<file path="config.mk">
export PLATFORM = sky130hd
export DESIGN_NAME = pattern_detector
export DESIGN_NICKNAME = d
export VERILOG_FILES = /design/src/rtl/pattern_detector.sv
export SDC_FILE = /design/constraint.sdc
export NUM_CORES = 1
export LEC_CHECK = 0
export BUFFER_PORTS_ARGS = -buffer_cell sky130_fd_sc_hd__clkbuf_2
export CORE_MARGIN = 2
export CORE_UTILIZATION = 53
export DETAILED_ROUTE_END_ITERATION = 16
export PLACE_DENSITY_LB_ADDON = 0.08
export SETUP_SLACK_MARGIN = 0.2
export SKIP_CTS_REPAIR_TIMING = 1
export SYNTH_ARGS = -nofsm -noshare
export SYNTH_HDL_FRONTEND = slang
export SYNTH_SLANG_ARGS = --single-unit
</file>
<file path="constraint.sdc">
create_clock -name clock -period 2.9 [get_ports clock]
set_input_delay 0.29 -clock clock [delete_from_list [all_inputs] [get_ports clock]]
set_output_delay 0.29 -clock clock [all_outputs]
set_load 0.01 [all_outputs]
</file>
<file path="src/rtl/pattern_detector.sv">
// Serial pattern detector: shifts accepted bits into a LEN-bit history,
// raises a registered one-cycle match pulse and keeps a saturating count
// of matches that can be cleared synchronously.
//
// Input qualifier: seq_in is sampled only on rising edges where
// in_valid=1. There is no backpressure; every valid bit is consumed on the
// edge where it is presented.
module pattern_detector #(
  parameter int unsigned          LEN     = 4,
  parameter logic [LEN-1:0]       PATTERN = 4'b1011,
  parameter bit                   OVERLAP = 1'b1,
  parameter int unsigned          CNT_W   = 8
) (
  input  logic             clock,
  input  logic             reset,
  input  logic             seq_in,
  input  logic             in_valid,
  input  logic             clear_count,
  output logic             seq_out,
  output logic [CNT_W-1:0] match_count,
  output logic             count_sat
);

  // Reject unsupported sizes at elaboration time.
  if (LEN < 2 || LEN > 16) begin : g_bad_len
    $error("pattern_detector: LEN must be in 2..16");
  end
  if (CNT_W < 1 || CNT_W > 16) begin : g_bad_cnt_w
    $error("pattern_detector: CNT_W must be in 1..16");
  end

  localparam int unsigned          FILL_W    = $clog2(LEN + 1);
  localparam logic [FILL_W-1:0]    FILL_FULL = FILL_W'(LEN);
  localparam logic [CNT_W-1:0]     CNT_MAX   = '1;

  logic [LEN-1:0]    hist_q, hist_d;
  logic [FILL_W-1:0] fill_q, fill_d;
  logic              seq_out_q, seq_out_d;
  logic [CNT_W-1:0]  cnt_q, cnt_d;
  logic              sat_q, sat_d;
  logic              match;
  logic [CNT_W-1:0]  cnt_base;

  // Next-state: shift history, track fill, detect match, update counter.
  always_comb begin
    hist_d    = hist_q;
    fill_d    = fill_q;
    match     = 1'b0;
    seq_out_d = 1'b0;
    cnt_base  = cnt_q;
    cnt_d     = cnt_q;
    sat_d     = sat_q;

    if (in_valid) begin
      hist_d = {hist_q[LEN-2:0], seq_in};
      fill_d = (fill_q == FILL_FULL) ? FILL_FULL : fill_q + FILL_W'(1);
      match  = (fill_d == FILL_FULL) && (hist_d == PATTERN);
      // Non-overlapping mode discards all bits consumed by this match.
      if (match && !OVERLAP) begin
        fill_d = '0;
      end
    end

    seq_out_d = match;

    // Clear is applied before the increment so a match on a clear edge counts as 1.
    cnt_base = clear_count ? '0 : cnt_q;
    cnt_d    = (match && (cnt_base != CNT_MAX)) ? cnt_base + CNT_W'(1) : cnt_base;
    sat_d    = (cnt_d == CNT_MAX);
  end

  // State registers with synchronous reset taking priority over everything.
  always_ff @(posedge clock) begin
    if (reset) begin
      hist_q    <= '0;
      fill_q    <= '0;
      seq_out_q <= 1'b0;
      cnt_q     <= '0;
      sat_q     <= 1'b0;
    end else begin
      hist_q    <= hist_d;
      fill_q    <= fill_d;
      seq_out_q <= seq_out_d;
      cnt_q     <= cnt_d;
      sat_q     <= sat_d;
    end
  end

  assign seq_out     = seq_out_q;
  assign match_count = cnt_q;
  assign count_sat   = sat_q;

endmodule

</file>
==> summary.txt, run 1 <==
Status
  • Status: completed

CTS
  • CTS tree: done
  • Root Driver: clkbuf_4
  • CTS H-tree lvls: 1
  • Clk Latency, worst-skew pair: 290 ps
  • CTS Buffer Depth: 2
  • CTS clk-pin slew, worst paths: around 90 ps
  • Clk sinks: 16
  • Num CTS Buffers: 3

Place
  • PortBufs: 14
  • Area after detailed placement: about 950 µm²
  • HPWL after DPL: 1.15 mm
  • Gpl congestion: 0.892

Worst setup path
  • Critical path class: register to register
  • R2R Path End: count_sat$_SDFF_PP0_
  • R2R setup slack: approximately 610 ps
  • Critical path endpoint category: register
  • CP required: 3100 ps
  • Crit path max fanout: 8
  • Worst R2R Path Depth: 8
  • CP arrival: about 2500 ps
  • Reg2reg start: fill_q[0]$_SDFFE_PP0P_
  • Worst setup SP type: register

Logic synthesis
  • Ys flop type: dfxtp_1
  • Gate Count Post-Synth: 95
  • Top cells by area, synth: dfxtp_1 (36%), mux2i_1 (6.7%), xor2_1 (5.9%)
  • Async SR Flop Fraction: 0%
  • Cell Area, Synth: approximately 890 µm²
  • Seq/Total Area, Yosys: 35.8%
  • Cell taking the most area after synthesis: dfxtp_1
  • EDFF count, synth: 0
  • Top cell type's share of synthesized area: around 36%
  • Synth Register Bits: 16
  • Distinct cells, synth: 34
  • Syn Area/Cell: 9.42 µm²
  • Syn_nets: slightly above 100
  • Synth Warn #: 0

Worst hold path
  • Hold Path Depth: 3
  • Worst Hold End: hist_q[0]$_SDFFE_PP0P_
  • Hold Crit Class: input port to register
  • Hold Crit Start: seq_in

Floorplan
  • Die Y-Extent: around 45 µm
  • Core area: between 1500 and 2000 µm²
  • DIE AREA: ~2000 µm²
  • Die Wd: between 40 and 50 µm
  • IO Count: 15
  • Initial core utilization: 58.0%
  • Row count: 14

Global routing
  • Largest net degree at the start of global routing: 17
  • Vias in the first global route: 620
  • Gr ovfl total: 0
  • First-pass GRT wire length: ~2.8 mm
  • Total Routing Usage GR: 19.1%
  • Initial antenna violation count: 0

Detailed routing
  • Met3 wire len: approximately 60 µm
  • Routed length on met2: approximately 650 µm
  • Routed via count: slightly below 700
  • DR WL/cell: approximately 13 µm
  • DR vias/cell: around 5.4
  • Residual DRC count: 0
  • Routed wire length: between 1.5 and 2 mm
  • DR top layer: met4
  • Drt first-iter violations: 2
  • Detailed Routing Iterations Pass 1: 3
  • WL met1: between 800 and 900 µm
  • Final antenna-violating net count: 0

STA
  • Worst Skew: approximately 6.3 ps
  • Final Max Tran Viols: 0
  • Worst-Margin Slew: 345 ps
  • Fmax: 437 MHz
  • Final Setup Violations: 0
  • Final setup TNS: 0 ps
  • Crit share post-route: around 79%
  • RSZ-0062 raised after global routing: false
  • Slew HR: 77.0%
  • Final Hold Viols: 0
  • Final hold slack: ~280 ps
  • Minimum clock period: about 2300 ps

Final layout
  • Area Growth Syn to Fin: 8.81%
  • Nets@finish: 118
  • Share of cells above drive strength 1: a little under a quarter
  • Final instance area: between 900 and 1000 µm²
  • Ant. Diodes: 0

Flow run
  • Max cap viols: 0

Pwr
  • Pwr dens: around 380 nW/µm²
  • Worst vdd ir: about 0.00031 V
  • Leakage: around 0.42 nW
==> through the flow <==
| step | power, W | util (%) | std cells | setup slack [ps] |
|---|---|---|---|---|
| floorplan | 0.000253 | - | 95 | 753 |
| global placement | 0.000257 | 61.7 | 121 | 632 |
| detailed placement | 0.000258 | 61.7 | 121 | 592 |
| CTS | 0.000375 | 63.1 | 124 | 591 |
| global route | 0.000386 | 63.1 | 124 | 440 |
| finish | 0.000370 | 63.1 | 124 | 610 |
==> flip-flops by register name, indices dropped and copies added, names as in the netlist <==
| name | flops |
|---|---|
| fill_q | 3 |
| match_count | 8 |
| count_sat | 1 |
| seq_out | 1 |
| hist_q | 3 |
==> layer usage <==
metal  global-route usage (%)  vias to the layer above
li1                         -                      357
met1                     25.4                      299
met2                     28.3                       13
met3                     3.60                        4
met4                     12.4                        0
met5                        0                        -
==> critical path, cell delays in order, from the launching register on <==
cell     delay [ps]
dfxtp_1         390
inv_1            80
ha_1            300
o21ai_0         140
nor3b_4         280
and2_1          380
nand4_1         230
mux2i_1         190
nor4_2          220
==> cells in the mapped netlist (all sizes together), types with 2 or more instances <==
master / instances
dfxtp: 16
nor2: 11
mux2i: 6
nor2b: 6
xor2: 6
and3: 4
nand2: 4
nand3: 4
a21oi: 3
buf: 3
ha: 3
nor3: 3
xnor2: 3
a31oi: 2
and2: 2
inv: 2
nand2b: 2
nand4: 2
==> power by group <==
| part | internal (W) | total (W) | switching (W) | leakage [nW] |
|---|---|---|---|---|
| Combinational | 0.0000113 | 0.0000258 | 0.0000145 | 0.277 |
| Clock | 0.0000482 | 0.000118 | 0.0000695 | 0.0138 |
| Sequential | 0.000224 | 0.000227 | 0.00000328 | 0.130 |
| Total | 0.000283 | 0.000370 | 0.0000873 | 0.420 |
==> cells by family after synthesis <==
kind of cell,after synthesis,share of synthesized area [%]
AO/OA/AOI/OAI,9,7.27
flip-flops,16,35.8
buffers and inverters,6,4.62
XOR/XNOR,9,8.81
AND/OR/NAND/NOR,45,31.3
multiplexers,7,7.97
adder cells (fa/ha/maj),3,4.20
==> area by class of cell <==
type | instances | area, µm²
Clock buffer | 3 | 22.5
Sequential cell | 16 | 320
Fill cell | 145 | 568
Timing Repair Buffer | 14 | 70.1
Multi-Input combinational cell | 73 | 533
Inverter | 2 | 7.51
Tap cell | 16 | 20.0
==> placed cells by master, fill, tap and decap left out, types with 2 or more instances in the layout <==
master / instances
and2_1: 2
xnor2_1: 3
ha_1: 3
a31oi_1: 2
nor2_1: 11
inv_1: 2
xor2_1: 6
nand2_1: 4
clkbuf_2: 14
nor2b_1: 5
nor3_1: 3
mux2i_1: 6
and3_1: 4
nand3_1: 3
nand2b_1: 2
nand4_1: 2
clkbuf_4: 3
a21oi_1: 3
dfxtp_1: 16
==> how the worst max path moves through the flow <==
stage | from | endpoint | slack [ps] | depth (start not counted)
final | fill_q[0]$_SDFFE_PP0P_ | count_sat$_SDFF_PP0_ | 610 | 8
after global routing | fill_q[0]$_SDFFE_PP0P_ | count_sat$_SDFF_PP0_ | 440 | 8
after CTS | fill_q[0]$_SDFFE_PP0P_ | count_sat$_SDFF_PP0_ | 590 | 8
after detailed placement | clear_count | count_sat$_SDFF_PP0_ | 590 | 9
after global placement | clear_count | count_sat$_SDFF_PP0_ | 630 | 9
after floorplan | match_count[0]$_SDFF_PP0_ | count_sat$_SDFF_PP0_ | 750 | 9
(Power assumes the default switching activity.)
==> run 2, diff against run 1 <==
--- a/config.mk
+++ b/config.mk
@@ -5,9 +5,10 @@
 export SDC_FILE = /design/constraint.sdc
 export NUM_CORES = 1
 export LEC_CHECK = 0
+export ABC_AREA = 1
 export BUFFER_PORTS_ARGS = -buffer_cell sky130_fd_sc_hd__clkbuf_2
 export CORE_MARGIN = 2
-export CORE_UTILIZATION = 53
+export CORE_UTILIZATION = 54
 export DETAILED_ROUTE_END_ITERATION = 16
 export PLACE_DENSITY_LB_ADDON = 0.08
 export SETUP_SLACK_MARGIN = 0.2
==> constraint.sdc (replaced) <==
create_clock -name clock -period 2.2 [get_ports clock]
set_input_delay 0.22 -clock clock [delete_from_list [all_inputs] [get_ports clock]]
set_output_delay 0.22 -clock clock [all_outputs]
set_load 0.01 [all_outputs]
==> run 2 against run 1 <==
Compared with the run above:
- global-route usage is 2.1 points higher
- non-clock buffer count stayed put
- count of clock-buffer cells in the layout is 1 higher
- largest power group unchanged
- setup slack worse by 230 ps
- highest routed layer unchanged
- register-to-register slack worse by 230 ps
- largest cell class unchanged
- area after synthesis is 1.8% higher
- utilization is 5.3 points higher
==> summary.txt, run 2 <==
STA
  • Final Hold Viols: 0
  • Crit share post-route: a little over 80%
  • Minimum clock period: around 1800 ps
  • Fmax: ~550 MHz
  • Worst Skew: 1.64 ps
  • Final Max Tran Viols: 0
  • RSZ-0062 raised after global routing: false
  • Final Setup Violations: 0
  • Worst-Margin Slew: 296 ps
  • Slew HR: approximately 80%
  • Final setup TNS: 0 ps

Logic synthesis
  • Cell Area, Synth: roughly 900 µm²
  • Seq/Total Area, Yosys: between 30% and 40%
  • Cell taking the most area after synthesis: dfxtp_1
  • Post-synth top cells: nand2_1 (35), inv_1 (21), nor2_1 (20)
  • Synth Register Bits: 16
  • Top cell type's share of synthesized area: 35.2%
  • Top cells by area, synth: dfxtp_1 (35%), nand2_1 (14%), inv_1 (8.7%)
  • Async SR Flop Fraction: 0%
  • Count leader, synth: nand2_1
  • Distinct cells, synth: 24
  • Gate Count Post-Synth: roughly 140
  • Syn_nets: ~150
  • EDFF count, synth: 0
  • Ys flop type: dfxtp_1
  • Syn Area/Cell: ~6.6 µm²
  • Synth Warn #: 0

Worst setup path
  • Crit path max fanout: 8
  • Critical path class: register to register
  • CP required: 2390 ps
  • Worst setup SP type: register
  • Critical path endpoint category: register
  • CP arrival: 2020 ps

Worst hold path
  • Hold Crit Class: input port to register

Floorplan
  • Initial core utilization: 59.1%
  • IO Count: 15
  • Core area: roughly 1500 µm²
  • Row count: 14
  • DIE AREA: about 2000 µm²
  • Die Wd: around 45 µm
  • Die Y-Extent: 45.1 µm

Flow run
  • Max cap viols: 0

CTS
  • CTS clk-pin slew, worst paths: around 90 ps
  • CTS H-tree lvls: 1
  • Clk sinks: 16
  • Root Driver: clkbuf_4
  • CTS Buffer Depth: 2
  • Clk Latency, worst-skew pair: roughly 290 ps
  • Num CTS Buffers: 3
  • CTS tree: done

Final layout
  • Share of cells above drive strength 1: 19.9%
  • Ant. Diodes: 0
  • Post-route insts no fill: 172
  • Fill cell total of the finished layout: ~150
  • Area Growth Syn to Fin: 15.8%
  • Nets@finish: between 150 and 200
  • Max reg flops: 8
  • Final core utilization: approximately 68%
  • Most common cell after layout, fill and taps aside: nand2_1
  • Most frequent cells in the layout: nand2_1 (35), inv_1 (21), nor2_1 (18)

Detailed routing
  • Drt first-iter violations: 19
  • Routed wire length: between 2 and 2.5 mm
  • DR WL/cell: between 10 and 15 µm
  • Routed via count: 928
  • Residual DRC count: 0
  • Final antenna-violating net count: 0
  • Detailed Routing Iterations Pass 1: 4
  • DR vias/cell: 5.40

Global routing
  • Initial antenna violation count: 0
  • Gr ovfl total: 0
  • First-pass GRT wire length: between 3 and 4 mm
  • Total Routing Usage GR: between 20% and 30%
  • Vias in the first global route: between 800 and 900
  • Largest net degree at the start of global routing: 11

Status
  • Status: completed

Place
  • Dpl cells: approximately 170
  • HPWL after DPL: 1.59 mm
  • Gpl congestion: roughly 0.83
  • PortBufs: 14

Pwr
  • Leakage: between 0.5 and 0.6 nW
  • Worst vdd ir: between 0.0003 and 0.0004 V
  • Pwr dens: a little over 500 nW/µm²
==> run 2: metal layers <==
metal / vias up / GRT usage (%) / routed length (µm)
li1: 472 / - / -
met1: 424 / 26.0 / 814
met2: 30 / 38.3 / 1070
met3: 2 / 2.40 / 103
met4: 0 / 7.06 / 21
met5: - / 0 / 0
==> run 2: critical path, stage by stage (launching register included) <==
cell,delay (ps)
dfxtp_1,380
inv_1,70
ha_1,290
nand2_1,90
nand3b_1,150
nor2_4,230
nand2_4,120
nand2_1,110
nand2_1,70
nand2_1,80
inv_1,40
nand3_1,50
nor2_1,40
==> run 2: stage by stage <==
stage | hold WS [ps] | power (W) | worst slack (ps) | area [µm²]
3_3_place_gp | 477 | 0.000346 | 380 | 997
3_5_place_dp | 480 | 0.000349 | 266 | 997
5_1_grt | 237 | 0.000557 | 205 | 1050
6_report | 215 | 0.000537 | 378 | 1050
2_1_floorplan | 310 | 0.000335 | 526 | 911
4_1_cts | 208 | 0.000542 | 311 | 1030
==> run 2: where the power goes <==
part,internal [W],total [W],switching (W)
sequential,0.000297,0.000302,0.00000494
clock,0.000101,0.000194,0.0000935
combinational,0.0000139,0.0000405,0.0000266
==> run 2: cell type report <==
class                      instances  area [µm²]  area share [%]
clock buffer                       4        36.3            3.44
inverter                          24        91.3            8.66
multi-input combinational         98         517            49.0
sequential                        16         320            30.4
tap                               16        20.0            1.90
timing repair buffer              14        70.1            6.64
==> run 2: worst paths after layout <==
kind	start	to	slack, ps	cells past startpoint
max	fill_q[0]$_SDFFE_PP0P_	count_sat$_SDFF_PP0_	380	12
min	in_valid	hist_q[1]$_SDFFE_PP0P_	220	2
max reg2reg	fill_q[0]$_SDFFE_PP0P_	count_sat$_SDFF_PP0_	380	12
min reg2reg	hist_q[0]$_SDFFE_PP0P_	hist_q[0]$_SDFFE_PP0P_	490	2
==> run 2: kinds of logic (layout without fill, tap and decap cells) <==
family	after synthesis	after routing	share of synthesized area, %
adders and majority gates	3	3	4.12
xor gates and xnor gates	1	1	0.962
buffers and inverters	25	42	10.4
DFF	16	16	35.2
AOI/OAI and AO/OA	16	16	9.61
and+or+nand+nor	78	78	39.7
